[src/rtl/fft16_stage_ctrl.sv]
`default_nettype none
// ============================================================================
// fft16_stage_ctrl : stage/butterfly sequencer for a radix-2 DIT FFT with
//                    in-place addressing, twiddle indexing and a watchdog.
// Revision: 1.0 - initial release
// ============================================================================
module fft16_stage_ctrl #(
  parameter int LOG2N      = 4,
  parameter int BF_TIMEOUT = 255
) (
  input  logic             i_clk,
  input  logic             i_rst,
  input  logic             i_start,
  input  logic             i_bf_done,
  output logic             o_bf_start,
  output logic [LOG2N-1:0] o_rd_addr0,
  output logic [LOG2N-1:0] o_rd_addr1,
  output logic [LOG2N-2:0] o_tw_idx,
  output logic             o_wr_en,
  output logic [LOG2N-1:0] o_wr_addr0,
  output logic [LOG2N-1:0] o_wr_addr1,
  output logic [1:0]       o_stage,
  output logic             o_busy,
  output logic             o_done,
  output logic             o_error
);

  typedef enum logic [2:0] {
    S_IDLE  = 3'd0,
    S_START = 3'd1,
    S_WAIT  = 3'd2,
    S_WRITE = 3'd3,
    S_DONE  = 3'd4
  } state_t;

  localparam logic [1:0]       c_LAST_S  = 2'(LOG2N-1);
  localparam logic [LOG2N-2:0] c_LAST_K  = '1;
  localparam logic [LOG2N-2:0] c_K_ONE   = (LOG2N-1)'(1);
  localparam logic [LOG2N-1:0] c_A_ONE   = LOG2N'(1);
  localparam logic [8:0]       c_TIMEOUT = 9'(BF_TIMEOUT);

  state_t           r_state, w_state_nxt;
  logic [1:0]       r_s, w_s_nxt;
  logic [LOG2N-2:0] r_k, w_k_nxt;
  logic [7:0]       r_w, w_w_nxt;
  logic             r_error, w_error_nxt;
  logic             r_addr_vld, w_addr_vld_nxt;
  logic [8:0]       w_w_inc;
  logic [LOG2N-1:0] w_half, w_kx, w_j, w_g, w_addr0, w_addr1;
  logic [LOG2N-2:0] w_tw;

  assign w_w_inc = {1'b0, r_w} + 9'd1;

  // half = 2^s, j = k mod half, g = k / half; operands sit g*2*half + j apart by half
  assign w_half  = c_A_ONE << r_s;
  assign w_kx    = {1'b0, r_k};
  assign w_j     = w_kx & (w_half - c_A_ONE);
  assign w_g     = w_kx >> r_s;
  assign w_addr0 = (w_g << ({1'b0, r_s} + 3'd1)) | w_j;
  assign w_addr1 = w_addr0 | w_half;
  assign w_tw    = w_j[LOG2N-2:0] << (c_LAST_S - r_s);

  // Addresses read as zero until the first accepted start after reset
  assign o_rd_addr0 = r_addr_vld ? w_addr0 : '0;
  assign o_rd_addr1 = r_addr_vld ? w_addr1 : '0;
  assign o_wr_addr0 = o_rd_addr0;
  assign o_wr_addr1 = o_rd_addr1;
  assign o_tw_idx   = r_addr_vld ? w_tw : '0;
  assign o_stage    = r_s;
  assign o_error    = r_error;

  always_ff @(posedge i_clk) begin
    if (i_rst) begin
      r_state    <= S_IDLE;
      r_s        <= '0;
      r_k        <= '0;
      r_w        <= '0;
      r_error    <= 1'b0;
      r_addr_vld <= 1'b0;
    end else begin
      r_state    <= w_state_nxt;
      r_s        <= w_s_nxt;
      r_k        <= w_k_nxt;
      r_w        <= w_w_nxt;
      r_error    <= w_error_nxt;
      r_addr_vld <= w_addr_vld_nxt;
    end
  end

  always_comb begin
    w_state_nxt    = r_state;
    w_s_nxt        = r_s;
    w_k_nxt        = r_k;
    w_w_nxt        = r_w;
    w_error_nxt    = r_error;
    w_addr_vld_nxt = r_addr_vld;
    o_bf_start     = 1'b0;
    o_wr_en        = 1'b0;
    o_busy         = 1'b0;
    o_done         = 1'b0;
    case (r_state)
      S_IDLE: begin
        if (i_start) begin
          w_state_nxt    = S_START;
          w_s_nxt        = '0;
          w_k_nxt        = '0;
          w_w_nxt        = '0;
          w_error_nxt    = 1'b0;
          w_addr_vld_nxt = 1'b1;
        end
      end
      S_START: begin
        o_bf_start  = 1'b1;
        o_busy      = 1'b1;
        w_w_nxt     = '0;
        w_state_nxt = S_WAIT;
      end
      S_WAIT: begin
        o_busy = 1'b1;
        if (i_bf_done) begin
          w_state_nxt = S_WRITE;
        end else begin
          w_w_nxt = w_w_inc[7:0];
          if (w_w_inc == c_TIMEOUT) begin
            w_state_nxt = S_IDLE;
            w_error_nxt = 1'b1;
          end
        end
      end
      S_WRITE: begin
        o_wr_en = 1'b1;
        o_busy  = 1'b1;
        if (r_s == c_LAST_S && r_k == c_LAST_K) begin
          w_state_nxt = S_DONE;
        end else begin
          w_k_nxt = r_k + c_K_ONE;
          if (r_k == c_LAST_K) w_s_nxt = r_s + 2'd1;
          w_state_nxt = S_START;
        end
      end
      S_DONE: begin
        o_done      = 1'b1;
        w_state_nxt = S_IDLE;
      end
      default: w_state_nxt = S_IDLE;
    endcase
  end

endmodule
`default_nettype wire

[config.mk]
export PLATFORM = sky130hd
export DESIGN_NAME = fft16_stage_ctrl
export DESIGN_NICKNAME = d
export VERILOG_FILES = /design/src/rtl/fft16_stage_ctrl.sv
export SDC_FILE = /design/constraint.sdc
export NUM_CORES = 1
export LEC_CHECK = 0
export ABC_AREA = 1
export CAP_MARGIN = 0
export CELL_PAD_IN_SITES_DETAIL_PLACEMENT = 1
export CELL_PAD_IN_SITES_GLOBAL_PLACEMENT = 2
export CORE_UTILIZATION = 24
export CTS_CLUSTER_SIZE = 14
export DETAILED_ROUTE_END_ITERATION = 8
export PLACE_DENSITY = 0.76
export SLEW_MARGIN = 20
export SYNTH_ARGS = -nofsm -noshare
export SYNTH_HDL_FRONTEND = slang
export SYNTH_SLANG_ARGS = --single-unit
[constraint.sdc]
create_clock -name i_clk -period 2.3 [get_ports i_clk]
set_clock_uncertainty 0.1 [all_clocks]
set_input_delay 0.69 -clock i_clk [delete_from_list [all_inputs] [get_ports i_clk]]
set_output_delay 0.69 -clock i_clk [all_outputs]
set_load 0.05 [all_outputs]
==> impl_metrics.ini <==
[cells_and_area]
post_route_cells_drive_above_1_share_pct = 38.6
final_cell_area_um2 = 2300
antenna_cells = 0
finalCoreUtilization_pct = 42.0
design.final.nets = 260
nFillCells = 647
syn_to_final_growth_pct = 69.4

[synth]
post_synth.cell_area_avg_um2 = 6.65
top_area_cells_in_the_synthesized_netlist = sky130_fd_sc_hd__dfxtp_1 27%, sky130_fd_sc_hd__nand2_1 11%, sky130_fd_sc_hd__inv_1 7.7%
synth_cells = 204
synth_xor_xnor_area_share_pct = 0.646
seq_area_frac_synth_pct = 26.6
yosysUniqueCellTypes = 33
post_synth_and_or_nand_nor_area_fraction_pct = 34.3
synthAdderAreaFrac_pct = 7.38
synth_cell_area_um2 = 1360
yosys_register_bits = 18
compound_gate_portion_of_the_synthesized_area_pct = 16.3
muxShareOfSynthArea_pct = 0
synth_nets = 216
synth.top_cell.area_share_pct = 26.6
yosys_warnings = 0
synth_top_family_by_area = simple AND/OR/NAND/NOR gates
post_synthesis_cell_type_with_the_largest_combined_area = sky130_fd_sc_hd__dfxtp_1

[placed_design]
io_buffer_count = 29
rd_place_congestion = 0.815
place_ws_ns = -0.0422
detailed_placement_hpwl_um = 3240
area_after_dpl_um2 = 2130

[clocking]
tritoncts_clock_tree = done
tritoncts.num_buffers = 3
cts_htree_levels = 1
clock_sinks = 18
clk_pin_slew_ns = 0.07
clk_latency_ns = 0.25
cts_buffer_depth = 2
clk_root_buffer_cell = sky130_fd_sc_hd__clkbuf_8
cts_hold_buf = 0

[global_routing]
first_pass_grt_wire_length_um = 7340
antenna_found_initial = 0
grt_pass1_vias = 1520
grt.total_usage_pct = 15.3
grt_remaining_overflow = 0
grt_max_degree = 13

[setup_path]
path_class = flop to primary output
critPathMaxStageDelay_ns = 0.41
required_time_reported_for_the_critical_path_endpoint_ns = 1.51
critical_path.cell_chain = inv_4, ha_4, inv_4, o311ai_4, nand2_2, clkinvlp_4, buf_12
cp_max_fo = 7
critical_path.endpoint_type = primary output
cp-start-kind = flop
critPathArrivalTime_ns = 1.76
crit_path_top_delay_cell = sky130_fd_sc_hd__dfxtp_4
timing.critical_path.mode_cell = sky130_fd_sc_hd__inv_4

[drt]
antenna_left = 0
drt-wirelength-per-cell_um = 13.8
route.final.wire_length_um = 4400
vias_per_cell = 4.58
route.vias.total = 1458
detailroute.wirelength.met2_um = 2390
routed-wl-met3_um = 118
detail_route.wirelength.met1_um = 1850
route.top_layer_used = met4
drt-pass1-iter-count = 4
drt_drc_violations_left = 0
detail_route.iter0.violations = 54

[floorplan]
die-height_um = 77.2
pin_count = 30
initial_core_util_pct = 24.8
die-area_um2 = 5960
core_um2 = 5470
die_w_um = 77.2
placementRows = 27

[sta]
finalSetupViolCount = 18
timing.final.max_slew_violations = 0
max_freq_mhz = 392
setup_total_negative_slack_ns = -3.91
timing_worst_slew_pin_value_ns = 0.569
timing.final.ws_setup_ns = -0.249
setup_repair_after_global_routing_missed_its_margin = yes
post-route-min-period_ns = 2.55
period_share_pct = 111
slew_headroom_pct = 62.1
number_of_hold_slack_violations_in_the_final_timing_report = 0

[run]
timing.max_cap.violations = 0

[pwr]
worst_ir_drop_on_vdd_mv = 0.390
leakage_nw = 0.907
power.density_cell_area_nw_per_um2 = 901

[hold_path]
hold_path_class = flop to flop

[run_status]
violations = setup timing
outcome = complete, but fails checks
==> critical path, delay by kind of cell (launching register included) <==
family          cells  cell delay, ns
fa+ha+maj           1            0.29
compound gates      1            0.29
flops               1            0.41
simple gates        1            0.13
buf+inv             4            0.37
==> per-stage QoR <==
stage	instances	hold WS [ns]	total power [mW]
detailed placement	308	0.373	1.68
finish	318	0.377	2.07
floorplan	204	0.349	1.26
global route	318	0.420	2.21
CTS	317	0.385	2.02
global placement	308	0.364	1.66
==> synthesized netlist by cell type (all sizes together) <==
cell,instances
nand2,41
inv,32
nor2,25
a21oi,18
dfxtp,18
nand3,16
o21ai,12
buf,10
ha,8
nor3,6
nand4,4
a211oi,3
nor3b,2
o21bai,2
a31oi,1
clkbuf,1
nor4,1
o21a,1
o311ai,1
or2,1
xnor2,1
==> area by class of cell <==
cell class / count / area, um^2 / share of cell area, %
Timing Repair Buffer: 50 / 681 / 29.6
Multi-Input combinational cell: 143 / 983 / 42.8
Clock buffer: 3 / 41.3 / 1.80
Inverter: 32 / 134 / 5.83
Tap cell: 72 / 90.1 / 3.92
Sequential cell: 18 / 368 / 16.0
==> report_power, final <==
part / internal [mW] / total, mW / switching [mW] / leakage, nW
registers: 0.370 / 0.453 / 0.0829 / 0.149
logic: 0.602 / 1.39 / 0.793 / 0.737
clock network: 0.116 / 0.221 / 0.105 / 0.0216
==> flip-flops by register name (all words and copies together) (netlist names) <==
register / flops
o_stage: 2
r_k: 3
o_error: 1
r_w: 8
r_state: 3
r_addr_vld: 1
==> timing repair <==
action,CTS,global route
setup endpoints to repair,18,19
pin swaps,13,4
buffers inserted,6,1
resized for setup,13,4
==> routing by layer <==
layer | track usage, % | vias to the layer above
met2 | 28.9 | 21
met4 | 2.26 | 0
met5 | 0 | -
li1 | - | 747
met1 | 17.9 | 686
met3 | 3.10 | 4
==> placed cells by master (no fill, tap or decap), types with 3 or more instances in the layout <==
| master | Yosys | layout |
|---|---|---|
| sky130_fd_sc_hd__clkdlybuf4s50_1 | 0 | 4 |
| sky130_fd_sc_hd__nand3_1 | 16 | 16 |
| sky130_fd_sc_hd__nor2_1 | 22 | 18 |
| sky130_fd_sc_hd__buf_12 | 0 | 23 |
| sky130_fd_sc_hd__nand2_2 | 2 | 5 |
| sky130_fd_sc_hd__nand4_1 | 3 | 3 |
| sky130_fd_sc_hd__buf_4 | 8 | 21 |
| sky130_fd_sc_hd__nand2_1 | 38 | 34 |
| sky130_fd_sc_hd__a21oi_1 | 16 | 15 |
| sky130_fd_sc_hd__ha_1 | 8 | 5 |
| sky130_fd_sc_hd__nor2_4 | 1 | 4 |
| sky130_fd_sc_hd__clkbuf_8 | 0 | 3 |
| sky130_fd_sc_hd__nor2_2 | 2 | 3 |
| sky130_fd_sc_hd__inv_1 | 28 | 24 |
| sky130_fd_sc_hd__inv_2 | 4 | 4 |
| sky130_fd_sc_hd__dfxtp_1 | 18 | 16 |
| sky130_fd_sc_hd__o21ai_1 | 9 | 8 |
==> cells by family after synthesis <==
logic type      Yosys count
simple gates             96
buf+inv                  43
compound gates           38
flops                    18
fa+ha+maj                 8
xor+xnor                  1
==> path summary, 6_finish.rpt <==
| path | cells after the start | start | slack [ns] | to |
|---|---|---|---|---|
| max reg2reg | 10 | o_stage[0] | 0.48 | o_stage[1] |
| min | 2 | r_w[6] | 0.38 | r_w[6] |
| max | 7 | o_stage[0] | -0.25 | o_wr_addr0[2] |
| min reg2reg | 2 | r_w[6] | 0.38 | r_w[6] |
(Power assumes the default switching activity.)
==> variant 1 (same flow settings) <==
`LOG2N`: 4 -> 5.
--- a/src/rtl/fft16_stage_ctrl.sv
+++ b/src/rtl/fft16_stage_ctrl.sv
@@ -6,5 +6,5 @@
 // ============================================================================
 module fft16_stage_ctrl #(
-  parameter int LOG2N      = 4,
+  parameter int LOG2N      = 5,
   parameter int BF_TIMEOUT = 255
 ) (
Interface: changed (5 resized); port bits go from 30 to 35. The function was not compared with the original's and may differ.
==> variant 1 against the original RTL <==
The flow still finishes with violations (negative setup slack). Count of clock-buffer cells in the layout increased by 1. Cell area increased by 26%. Sequential cell count increased by 1. Wire length increased by 24%. Non-clock buffer count increased by 27. Setup slack got worse by 0.16 ns. Area after synthesis increased by 17%.
Power is not compared: it rests on default switching activity, and its combinational part moved more than twofold at a synthesized area within 25%.
==> variant 1: results (changes against the original RTL) <==
Global route:
- The met1 global-route usage is 17.1% (-0.80 points).
- The maximum number of pins on one net before global-route repair was 12 (-1).
- The met3 demand-to-capacity share in global routing is 2.39% (-0.71 points).
- The overall fraction of global-route tracks in use is 15.2% (-0.19 points).
- The number of global-route vias before repair is 1,860 (+22%).
- The global routing usage on met2 is 29.5% (+0.57 points).
- The global-route wire length before repair is 8580 um (+17%).

Layout:
- The footprint of the multi-input gates is 1260 sq um (+28%).
- The net count reported at finish is 316 (+22%).
- The number of diodes came to 0 (unchanged).
- The number of cells in the finished layout apart from fillers was 380 (+19%).
- The layout filler cell count is 713 (+10%).
- The fraction of final layout cells with drive strength greater than 1 is 51.2% (+13 points).
- The largest registers in the layout are r_w: 8 flops, r_k: 4 flops, r_state: 3 flops.

Clock network:
- The number of buffers created by CTS came to 3 (unchanged).
- The number of buffers inserted by post-CTS setup repair is 3 (-3).
- The post-cts gate resize count is 34 (+21).
- The insertion delay of the later-clocked pin in the worst-skew pair is 0.25 ns (about the same).

Worst setup path:
- The data arrival at the endpoint of the critical path is 1.92 ns (+0.16 ns).
- The setup slack of the worst register-to-register path came to 0.42 ns (-0.06 ns).
- The longest individual stage delay on the worst path is 0.36 ns (-0.05 ns).
- In this design, the largest share of critical-path delay is due to buffers and inverters.
- The launch point of the worst reg-to-reg path is o_stage[1].
- The capturing element of the worst setup path is o_rd_addr1[1].
- The maximum fanout along the worst path is 5 (-2).
- The endpoint identified for the worst register-to-register timing path is r_k[3].

Detailed routing:
- The wire length the detailed router placed on met1 is 2150 um (+16%).
- The initial detailed-routing violation count is 34 (-37%).
- The count of TritonRoute iterations in the first routing pass is 4 (unchanged).
- The detailed-route wire length per cell is 14.4 um (+3.9%).
- The routed length on met3 is 113 um (-4.2%).
- The number of vias after detailed routing is 1,790 (+23%).
- The detailed route wirelength on metal2 is 3120 um (+31%).

Synthesis:
- The sequential share of the synthesized area came to 24.1% (-2.5 points).
- The cell count after synthesis is 239 (+17%).
- After synthesis, the most frequently instantiated cells are nand2_1 (51), inv_1 (26), a21oi_1 (21), nand3_1 (20).
- Ranked by total cell area, the synthesized netlist is headed by dfxtp_1 (24%), nand2_1 (12%), a21oi_1 (6.6%).
- The number of distinct library cells after synthesis came to 35 (+6.1%).
- The net count after synthesis was 251 (+16%).

Placement:
- The worst slack after detailed placement is -0.158 ns (-0.116 ns).
- The number of port buffers is 34 (+17%).
- The count of placed standard cells including taps is 363 (+18%).
- The cell area after placement is 2540 sq um (+19%).
- The final weighted congestion in routability-driven placement is 0.796 (-2.3%).
- The half-perimeter wire length of the detailed placement result is 3970 um (+23%).

Status:
- The run finished, with violations left.
- The final reports fail on negative setup slack.

STA:
- The setup slack after layout came to -0.410 ns (-0.162 ns).
- The aggregate negative setup slack came to -8.45 ns (-4.54 ns).
- The normalized max-slew margin came to 61.7% (-0.36 points).
- The final hold slack came to 0.383 ns (+0.00517 ns).
- The number of setup violations in the final report is 24 (+6).

Min path:
- The worst hold path terminates at r_w[7].
- The origin of the worst min-delay path is r_w[7].
- The tightest min-delay check is of the register to register type.

Power:
- The highest ir drop seen on vdd is 294 uV.
[variant 1: changes by cell type after synthesis, moves of 4 or more]
cell	change
nand2_1	+13
nand3_1	+4
o21ai_0	+5
nand2_2	+4
a21oi_1	+5
[variant 1: cells by family (layout without fill, tap and decap cells)]
family,Yosys count,in the layout,synth area share [%]
AOI/OAI and AO/OA,48,48,17.7
buffers and inverters,48,112,16.0
DFF,19,19,24.1
xor gates and xnor gates,1,1,0.554
adders and majority gates,8,8,6.33
and+or+nand+nor,115,115,35.4
[variant 1: area by class of cell]
type | instances | area share (%)
clock buffers | 4 | 1.56
inverters | 31 | 4.58
multi-input cells | 172 | 43.5
flip-flops and latches | 19 | 13.4
well taps | 77 | 3.33
repair buffers | 77 | 33.6
[variant 1: power groups by stage]
stage               combinational (uW)  sequential (uW)  clock, uW
global placement                   465              395          0
detailed placement                 469              395          0
finish                             477              387        232
floorplan                          299              400          0
CTS                                474              388        245
global route                       519              391        253
==> variant 2 (same flow settings) <==
Made on the original files. Make the reset (`i_rst`) asynchronous in one clocked block.
--- a/src/rtl/fft16_stage_ctrl.sv
+++ b/src/rtl/fft16_stage_ctrl.sv
@@ -70,5 +70,5 @@
   assign o_error    = r_error;
 
-  always_ff @(posedge i_clk) begin
+  always_ff @(posedge i_clk or posedge i_rst) begin
     if (i_rst) begin
       r_state    <= S_IDLE;
Behaviour: differs if i_rst is asserted again (counterexample within 4 cycles, from zero or initial values and one cycle with i_rst high); with i_rst held inactive, the same outputs for 10 cycles.
==> variant 2 against the original RTL <==
The flow still finishes with violations (negative setup slack). Highest routed layer unchanged. Area after synthesis increased by 0.18%. Sequential cell count is the same. Wire length fell by 10%. Setup slack worse by 0.099 ns. Non-clock buffer count grew 2. Maximum frequency fell by 3.7%. Cell area increased by 1.1%.
Power is left out: the tool's default activity adds up to more than one toggle a clock period on the data nets, which glitch-free logic cannot reach.
==> variant 2: results (changes against the original RTL) <==
Status:
- The run finished, with violations left.
- The final reports fail on negative setup slack.

Placement:
- The final weighted congestion in routability-driven placement is 0.860 (+5.6%).
- The number of port buffers was 29 (unchanged).
- The half-perimeter wire length of the detailed placement result is 3210 um (-0.81%).
- The count of placed standard cells including taps is 304 (-1.3%).

Global route:
- The number of global-route vias before repair is 1,434 (-5.7%).
- The global-route wire length before repair is 6760 um (-8.0%).
- The initial antenna violation count is 0 (unchanged).
- The maximum number of pins on one net before global-route repair is 19 (+6).
- The overall fraction of global-route tracks in use is 14.3% (-1.0 points).

Clock network:
- The level count of the clock H-tree is 1 (unchanged).
- The deepest clock path buffer count came to 2 (unchanged).
- The master cell of the clock root buffer is clkbuf_8.
- The later pin in the worst-skew pair is clocked with a latency of 0.26 ns.
- The clock transition at the registers of the reported paths came to 0.07 ns (about the same).
- The number of buffers created by CTS is 3 (unchanged).

Layout:
- The fraction of final layout cells with drive strength greater than 1 is 39.7% (+1.1 points).
- The largest registers in the layout are r_w: 8 flops, r_k: 3 flops, r_state: 3 flops.
- Counting flops per register, the top entry is r_w.
- The net count reported at finish is 256 (-1.5%).
- The number of cells in the finished layout apart from fillers is 314 (-1.3%).
- The number of diodes is 0 (unchanged).

Min path:
- The hold path depth was 2 (unchanged).
- The worst hold path begins at o_error.
- The worst hold endpoint is o_error.
- The path class of the tightest hold or removal check is register to register.

STA:
- The number of setup violations in the final report is 18 (unchanged).
- The slew at the pin with the worst max-slew slack is 0.299 ns (-0.270 ns).
- The final hold slack was 0.416 ns (+0.0386 ns).
- The setup slack after layout is -0.347 ns (-0.0986 ns).

Worst setup path:
- The count of cells along the worst register-to-register path is 9 (-1).
- The data arrival at the endpoint of the critical path is 1.86 ns (+0.10 ns).
- The maximum fanout along the worst path is 6 (-1).
- The worst-path cell with the longest stage delay is dfrtp_4.
- The setup slack of the worst register-to-register path is 0.59 ns (+0.11 ns).
- The longest individual stage delay on the worst path is 0.54 ns (+0.13 ns).
- The worst register-to-register path begins at r_w[1].
- The kind of cell adding the most delay to the critical path is flip-flops.
- In this run the critical register-to-register path is captured at r_state[0].

Synthesis:
- The number of distinct library cells after synthesis was 24 (-27%).
- The share of async-settable or async-resettable flops after synthesis is 100% (+100 points).
- Counting instances in the post-synthesis netlist gives the leading cell types as nand2_1 (45), inv_1 (32), nor2_1 (21), dfrtp_1 (18), o21ai_0 (16).
- The net count after synthesis is 208 (-3.7%).
- Yosys attributes the largest share of cell area to dfrtp_1 (33%), nand2_1 (12%), inv_1 (8.8%).
- The cell count after synthesis is 195 (-4.4%).
- The sequential share of the synthesized area is 33.1% (+6.6 points).
- The number of synthesis warnings was 0 (unchanged).

Detailed routing:
- The initial detailed-routing violation count is 29 (-46%).
- The vias per cell is 4.35 (-5.0%).
- The count of TritonRoute iterations in the first routing pass was 6 (+2).
- The detailed-route wire length per cell is 12.6 um (-8.9%).
==> variant 2: area by class of cell <==
class | count | area, sq um
clock buffer | 4 | 45.0
timing repair buffer | 52 | 689
sequential | 18 | 458
multi-input combinational | 133 | 902
inverter | 35 | 139
fill | 648 | 3150
tap | 72 | 90.1
==> variant 2: stage by stage <==
step / worst slack (ns) / TNS [ns] / util [%] / instance area (sq um)
final: -0.347 / -5.29 / 42.5 / 2320
after global routing: -0.407 / -6.51 / 42.5 / 2320
after CTS: -0.346 / -5.17 / 41.2 / 2250
after detailed placement: -0.109 / -0.804 / 39.7 / 2170
after global placement: -0.0832 / -0.513 / 39.7 / 2170
after floorplan: -0.375 / -3.44 / - / 1530
==> variant 2: how the worst max path moves through the flow <==
| stage | from | end | slack, ns | cells past startpoint |
|---|---|---|---|---|
| after floorplan | o_stage[0] | o_wr_addr1[1] | -0.37 | 7 |
| after global placement | o_stage[0] | o_rd_addr1[1] | -0.08 | 7 |
| after detailed placement | o_stage[0] | o_wr_addr1[1] | -0.11 | 7 |
| after CTS | o_stage[1] | o_wr_addr1[1] | -0.35 | 7 |
| after global routing | o_stage[1] | o_wr_addr1[1] | -0.41 | 7 |
| final | o_stage[1] | o_rd_addr1[0] | -0.35 | 7 |
==> variant 2: worst reg2reg max path, cell delays in order (launching register included) <==
cell	delay [ns]
dfrtp_1	0.44
ha_1	0.28
nand3_1	0.12
o21ai_0	0.17
nand2_1	0.12
nor2_1	0.12
nand2_1	0.06
nand2_1	0.09
nand2_1	0.06
nor2_1	0.09
==> variant 2: kinds of logic after synthesis <==
family | synth area share, %
DFF | 33.1
buffers and inverters | 14.6
adders and majority gates | 8.29
AOI/OAI and AO/OA | 13.9
and+or+nand+nor | 30.0
==> variant 2: what timing repair did <==
item,CTS,global route
setup endpoints to repair,18,19
resized for setup,6,12
setup buffers,2,4
pin swaps,7,5
==> variant 2: per-layer routing <==
| metal | GRT usage (%) | wire length (um) |
|---|---|---|
| met1 | 18.8 | 1900 |
| met3 | 1.31 | 95 |
| met4 | 6.42 | 57 |
| met2 | 23.6 | 1910 |
| met5 | 0 | 0 |
